--- src/rtl/mac_relu_unit.sv ---
// ---------------------------------------------------------------------------
// mac_relu_unit
//   Two-stage multiply-accumulate with a combinational ReLU tap on the
//   accumulator. Stage 1 registers the reduced product a*b and a valid bit.
//   Stage 2 adds that product into acc whenever the valid bit is set.
//   There is no FSM; the only clear mechanism is rst.
//
//   Optional feature macro: MAC_SATURATE_EN
//     undefined : the product is truncated to WIDTH bits, the accumulator
//                 wraps modulo 2^WIDTH, and sat is tied to 0.
//     defined   : the product and every addition clamp to the signed WIDTH
//                 range. sat is sticky on any clamp until rst.
//
// Ports
//   clk      in   rising-edge clock
//   rst      in   synchronous active-high reset (clears all state)
//   enable   in   sample a/b this cycle
//   a, b     in   WIDTH-bit signed operands (pixel, weight)
//   acc      out  registered signed accumulator
//   relu_acc out  acc when non-negative, else 0 (combinational)
//   busy     out  stage-1 valid: a sampled product not yet in acc
//   sat      out  sticky saturation flag
// ---------------------------------------------------------------------------
module mac_relu_unit #(
   parameter int WIDTH = 32
) (
   input  logic             clk,
   input  logic             rst,
   input  logic             enable,
   input  logic [WIDTH-1:0] a,
   input  logic [WIDTH-1:0] b,
   output logic [WIDTH-1:0] acc,
   output logic [WIDTH-1:0] relu_acc,
   output logic             busy,
   output logic             sat
);

   logic [WIDTH-1:0] prod_q, prod_d;
   logic             vld_q,  vld_d;
   logic [WIDTH-1:0] acc_q,  acc_d;
   logic [WIDTH-1:0] prod_red;

`ifdef MAC_SATURATE_EN
   localparam logic [WIDTH-1:0] SMAX = {1'b0, {(WIDTH-1){1'b1}}};
   localparam logic [WIDTH-1:0] SMIN = {1'b1, {(WIDTH-1){1'b0}}};

   logic signed [2*WIDTH-1:0] full_prod;
   logic                      prod_ovf;
   logic [WIDTH:0]            sum_ext;
   logic                      sum_ovf;
   logic                      clamp_q, clamp_d;
   logic                      sat_q,   sat_d;

   // Operands are sign-extended to 2*WIDTH by the assignment context.
   assign full_prod = $signed(a) * $signed(b);

   // The product fits in WIDTH bits only when its top WIDTH+1 bits all
   // match the sign.
   assign prod_ovf = !((&full_prod[2*WIDTH-1:WIDTH-1]) ||
                       (~|full_prod[2*WIDTH-1:WIDTH-1]));

   always_comb begin
      prod_red = full_prod[WIDTH-1:0];
      if (prod_ovf) prod_red = full_prod[2*WIDTH-1] ? SMIN : SMAX;
   end

   // One guard bit: overflow shows up as the two top bits differing.
   assign sum_ext = {acc_q[WIDTH-1], acc_q} + {prod_q[WIDTH-1], prod_q};
   assign sum_ovf = sum_ext[WIDTH] ^ sum_ext[WIDTH-1];

   always_comb begin
      acc_d   = acc_q;
      sat_d   = sat_q;
      // A clamp is reported when the clamped product lands in acc, so that
      // sat and acc change together.
      clamp_d = enable & prod_ovf;
      if (vld_q) begin
         acc_d = sum_ext[WIDTH-1:0];
         if (sum_ovf) acc_d = sum_ext[WIDTH] ? SMIN : SMAX;
         sat_d = sat_q | sum_ovf | clamp_q;
      end
   end

   always_ff @(posedge clk) begin
      if (rst) begin
         clamp_q <= 1'b0;
         sat_q   <= 1'b0;
      end else begin
         clamp_q <= clamp_d;
         sat_q   <= sat_d;
      end
   end

   assign sat = sat_q;
`else
   // The low WIDTH bits of a two's complement product do not depend on the
   // operand signs, so a WIDTH-wide multiply gives the truncated
   // full-precision product directly.
   assign prod_red = a * b;

   always_comb begin
      acc_d = acc_q;
      if (vld_q) acc_d = acc_q + prod_q;
   end

   assign sat = 1'b0;
`endif

   // Stage 1. The product is zeroed when idle, so undriven operands never
   // reach a flop.
   always_comb begin
      vld_d  = enable;
      prod_d = enable ? prod_red : '0;
   end

   always_ff @(posedge clk) begin
      if (rst) begin
         prod_q <= '0;
         vld_q  <= 1'b0;
         acc_q  <= '0;
      end else begin
         prod_q <= prod_d;
         vld_q  <= vld_d;
         acc_q  <= acc_d;
      end
   end

   assign acc      = acc_q;
   assign relu_acc = acc_q[WIDTH-1] ? '0 : acc_q;
   assign busy     = vld_q;

endmodule

--- config.mk ---
export PLATFORM = sky130hd
export DESIGN_NAME = mac_relu_unit
export DESIGN_NICKNAME = d
export VERILOG_FILES = /design/src/rtl/mac_relu_unit.sv
export SDC_FILE = /design/constraint.sdc
export NUM_CORES = 1
export LEC_CHECK = 0
export ABC_AREA = 1
export CAP_MARGIN = 40
export CORE_UTILIZATION = 50
export DETAILED_ROUTE_END_ITERATION = 8
export PLACE_DENSITY = 0.69
export SLEW_MARGIN = 10
export SYNTH_ARGS = -nofsm -noshare
export SYNTH_HDL_FRONTEND = slang
export SYNTH_SLANG_ARGS = --single-unit
--- constraint.sdc ---
create_clock -name clk -period 8.3 [get_ports clk]
set_clock_uncertainty 0.15 [all_clocks]
set_input_delay 1.245 -clock clk [delete_from_list [all_inputs] [get_ports clk]]
set_output_delay 1.245 -clock clk [all_outputs]
set_load 0.02 [all_outputs]
==> results.ini, run 1 <==
[placement]
gp_congestion=0.974
dp.cells=3492
io_buffers=130
dp_hpwl_mm=49.4

[synthesis]
synth.avg_cell_area_um2=7.26
ys_seq_elements=65
netlist_top_cells_area=fa_1, inv_1, nand2_1
async_reset_ff_share_pct=0
synthFlopType=dfxtp_1
synth_edf_count=0
ys_seq_area_share_pct=6.30
syn_area_um2=20700
synth_top_cell_area_share_pct=39.6
syn_inst=2846
yosys.area.top_type=fa_1
yosysUniqueCellTypes=48
ys_warn_count=0

[final_layout]
multi_input_area_um2=15700
drive_above_1_share_pct=4.87
regArea_um2=1300
layout.nets=3603
fin_cells=3509
fillers=3813
diodes=0
area_growth_pct=14.4

[cts]
clockRootBuffer=clkbuf_16
clock-sinks=65
clk_latency_ns=0.34
clk_pin_slew_ns=0.05
numCtsBuffers=9
ctsHtreeMaxLevel=3
cts_tree=yes
cts_buffer_depth=2

[floorplan]
die_h_um=205
core_area_um2=40800
die_x_um=205
start_util_pct=50.6
die_area_um2=42100
io_pins=133
placementRows=74

[critical_path]
start_kind=input port
cp_data_required_time_ns=8.38
worstSetupPathType=in -> reg
cp_max_fo=16
crit_slowest_cell=fa_1
crit_path_max_incr_delay_ns=0.62
critPathCaptureType=register
cp_common_cell=fa_1
arrival_ns=8.15

[detailed_routing]
wirelength_mm=57.6
firstDrtPassIters=6
vias=17836
detail-route-antenna-nets=0
route.detailed.drc=0
first_iter_violations=1035
vias_per_cell=5.08
post_drt_wl_per_cell_um=16.4

[global_route]
grt_max_degree=32
grt_pass1_vias=18731
grt_overflow=0
grtUsageTotal_pct=28.5
grt_pass1_wl_mm=92.9
grt_antenna_before_repair=0

[timing]
fmax_mhz=124
setup_viol=0
drv_slew=0
finalCritPeriodShare_pct=97.2
max_slew.worst_pin.slew_ns=0.754
hold_violations=0
period_needed_ns=8.07
relSlewSlack_pct=49.6
rsz0062_at_grt=false

[min_path]
hp-class=reg -> reg

[flow_run]
cap_violations=0

[outcome]
status=finished, final reports clean

## routing by layer
| layer | share of wire, % | global-route usage [%] |
|---|---|---|
| met4 | 5.1 | 14.6 |
| met3 | 4.8 | 2.28 |
| met1 | 38 | 32.2 |
| met2 | 52 | 53.4 |
| met5 | 0 | 0 |
## cells in the mapped netlist, types with 3 or more instances
cell	number
inv_1	846
nand2_1	756
fa_1	409
ha_1	154
a21oi_1	115
nor2_1	95
clkbuf_1	86
o21ai_0	75
dfxtp_1	65
nand3_1	61
xor2_1	19
buf_2	17
xnor2_1	13
nand4_1	12
o21bai_1	11
a21o_1	10
nor3_1	10
buf_1	9
buf_4	8
o21a_1	8
nand3b_1	6
inv_2	5
nand2_2	5
nor4_1	5
a21boi_0	4
a31oi_1	4
o211ai_1	4
o21ai_1	4
o221ai_1	4
a221oi_1	3
## path summary, 6_finish.rpt
path                                     startpoint                    end  slack [ns]  depth (start not counted)
worst min register to register  acc[0]$_SDFFE_PP0P_    acc[0]$_SDFFE_PP0P_        0.38                          2
worst min-delay path            acc[0]$_SDFFE_PP0P_    acc[0]$_SDFFE_PP0P_        0.38                          2
worst max-delay path                           b[2]  prod_q[28]$_SDFF_PP0_        0.23                         29
worst max register to register  acc[0]$_SDFFE_PP0P_   acc[24]$_SDFFE_PP0P_        5.70                         15
## cells by family after synthesis
group                    count (synthesis)  share of synthesized area (%)
flip-flops                              65                           6.30
AO/OA/AOI/OAI                          254                           7.03
AND/OR/NAND/NOR                        957                           18.3
other                                    1                         0.0182
adder cells (fa/ha/maj)                563                           49.0
buffers and inverters                  974                           18.0
XOR/XNOR                                32                           1.36
## layout make-up
cell class,count,area share [%]
inverter,853,13.6
tap,532,2.82
clock buffer,11,1.03
timing repair buffer,236,10.7
sequential,65,5.51
clock inverter,4,0.0847
multi-input combinational,1808,66.3
## state kept, by name, indices dropped and copies added, names as in the netlist
register	flops
acc	32
busy	1
prod_q	32
## cell usage in the layout (no fill, tap or decap), drive strengths merged, types with 8 or more instances in the layout
| cell | instances |
|---|---|
| inv | 851 |
| nand2 | 761 |
| fa | 409 |
| ha | 154 |
| clkdlybuf4s50 | 130 |
| a21oi | 116 |
| buf | 106 |
| nor2 | 97 |
| o21ai | 79 |
| dfxtp | 65 |
| nand3 | 63 |
| xor2 | 19 |
| xnor2 | 13 |
| nand4 | 12 |
| o21bai | 12 |
| clkbuf | 11 |
| a21o | 10 |
| nor3 | 10 |
| o21a | 8 |
## critical path, delay by kind of cell
family	cells	cell delay (ns)
compound gates	2	0.47
simple gates	10	0.84
buf+inv	8	1.16
fa+ha+maj	9	4.43
## repair_timing
action / in CTS / in global routing
pin swaps: 0 / 1
hold buffers: 0 / 0
setup endpoints to repair: 1 / 3
setup buffers: 0 / 2
gates resized for setup: 1 / 4
gates cloned: 0 / 0
## metrics by stage
step / util, % / setup TNS, ns / area [um2] / setup slack (ns) / hold WS (ns)
2_1_floorplan: - / 0 / 20700 / 0.726 / 0.414
3_3_place_gp: 56.9 / -0.808 / 23200 / -0.417 / 0.352
3_5_place_dp: 57.1 / -0.789 / 23300 / -0.376 / 0.373
4_1_cts: 57.8 / 0 / 23600 / 0.0762 / 0.375
5_1_grt: 57.9 / 0 / 23600 / 0.0102 / 0.394
6_report: 57.9 / 0 / 23600 / 0.229 / 0.385
Power of run 1 is left out: the tool's default activity adds up to more than one toggle a clock period on the data nets, which glitch-free logic cannot reach.
==> run 2, diff against run 1 <==
CORE_MARGIN = 3   (was not set)
==> run 2 against run 1 <==
Register-to-register slack is essentially flat. First-iteration DRC count shrank 5.8%. Core utilization grew 0.53 points. Sequential share of layout area is essentially flat. Via count shrank 1.1%. Non-clock buffer count grew 4. Cell count is essentially flat. Cell area shrank 0.44%. Clock-buffer cell count shrank 1. Largest cell class unchanged. Critical endpoint is now prod_q[29]$_SDFF_PP0_. Critical path type unchanged. Maximum frequency grew 0.57%.
==> results.ini, run 2 (same netlist as run 1, synthesis figures left out) <==
[detailed_routing]
detail-route-antenna-nets=0
firstDrtPassIters=5
vias_per_cell=5.03
vias=17634
route.detailed.drc=0
first_iter_violations=975
post_drt_wl_per_cell_um=17.2
wirelength_mm=60.5

[cts]
ctsHtreeMaxLevel=3
postCtsSetupBuffers=0
clk_latency_ns=0.35
holdBufCountCts=0
numCtsBuffers=9
clk_pin_slew_ns=0.06
cts_buffer_depth=2
clock-sinks=65
cts-resized-gates=0
clockRootBuffer=clkbuf_16
cts_tree=yes

[critical_path]
start_kind=input port
cp_data_required_time_ns=8.40
r2r_slack_ns=5.71
arrival_ns=8.13
critPathCaptureType=register
worstSetupPathType=in -> reg
cp_max_fo=9

[timing]
finalCritPeriodShare_pct=96.7
hold_violations=0
whs_ns=0.363
fmax_mhz=125
drv_slew=0
max_slew.worst_pin.slew_ns=0.777
setup_viol=0
rsz0062_at_grt=false
period_needed_ns=8.03
relSlewSlack_pct=48.1

[final_layout]
final_common_cell=inv_1
area_growth_pct=13.9
diodes=0
drive_above_1_share_pct=4.93
mostFrequentLayoutCells=inv_1, nand2_1, fa_1
layout.nets=3607

[min_path]
hp-class=reg -> reg

[global_route]
grt_overflow=0
grt_antenna_before_repair=0
grtUsageTotal_pct=28.3
grt_max_degree=34
grt_pass1_wl_mm=98.5
grt_pass1_vias=19146

[floorplan]
start_util_pct=51.3
die_x_um=209
io_pins=133
placementRows=73
die_area_um2=43800
core_area_um2=40300
die_h_um=209

[placement]
io_buffers=130
gp_congestion=0.978
dp_hpwl_mm=51.7

[flow_run]
cap_violations=0

[outcome]
status=finished, final reports clean

## run 2: cell count changes in the layout (fill, tap and decap cells not counted), sizes merged
| cell | delta |
|---|---|
| clkdlybuf4s50 | -5 |
| buf | +4 |
| bufinv | +1 |
| dlymetal6s2s | +5 |
| clkbuf | -1 |
| clkinvlp | +1 |
## run 2: area by class of cell
class	instances	area, um2
Tap cell	525	657
Clock inverter	6	68.8
Inverter	853	3200
Clock buffer	10	229
Timing Repair Buffer	240	2410
Fill cell	3762	16800
Multi-Input combinational cell	1808	15600
Sequential cell	65	1300
## run 2: worst max-delay path: stages
cell and delay, ns:
clkdlybuf4s50_1 0.63, buf_4 0.26, nand2_1 0.10, fa_1 0.53, fa_1 0.43, fa_1 0.51, fa_1 0.55, inv_1 0.06
fa_1 0.51, inv_1 0.06, fa_1 0.42, inv_1 0.09, fa_1 0.45, fa_1 0.45, ha_1 0.35, a21oi_2 0.21
buf_4 0.14, o21ai_0 0.10, a211oi_1 0.29, o21ai_0 0.13, a41oi_1 0.27, o21ai_0 0.11, a21oi_1 0.21
## run 2: path summary, 6_finish.rpt
| path | from | endpoint | cells after the start |
|---|---|---|---|
| setup / recovery | a[18] | prod_q[29]$_SDFF_PP0_ | 23 |
| hold / removal | acc[0]$_SDFFE_PP0P_ | acc[0]$_SDFFE_PP0P_ | 2 |
| setup reg to reg | acc[16]$_SDFFE_PP0P_ | acc[25]$_SDFFE_PP0P_ | 12 |
| hold reg to reg | acc[0]$_SDFFE_PP0P_ | acc[0]$_SDFFE_PP0P_ | 2 |
## run 2: metal layers
layer  up-vias  share of wire [%]  global-route usage [%]
li1       8432                  -                       -
met2       571                 52                    52.8
met5         -                  0                       0
met1      8465                 38                    32.9
met4         0                4.7                    12.0
met3       166                5.2                    3.05
## run 2: through the flow
| step | instances | TNS (ns) | setup slack, ns | cell area, um2 | utilization [%] |
|---|---|---|---|---|---|
| global route | 3507 | 0 | 0.00204 | 23500 | 58.4 |
| floorplan | 2847 | 0 | 0.726 | 20700 | - |
| detailed placement | 3491 | -0.172 | -0.124 | 23200 | 57.6 |
| global placement | 3488 | -0.229 | -0.160 | 23100 | 57.5 |
| CTS | 3507 | 0 | 0.253 | 23500 | 58.3 |
| finish | 3507 | 0 | 0.274 | 23500 | 58.4 |
Power of run 2 is left out for the same reason.
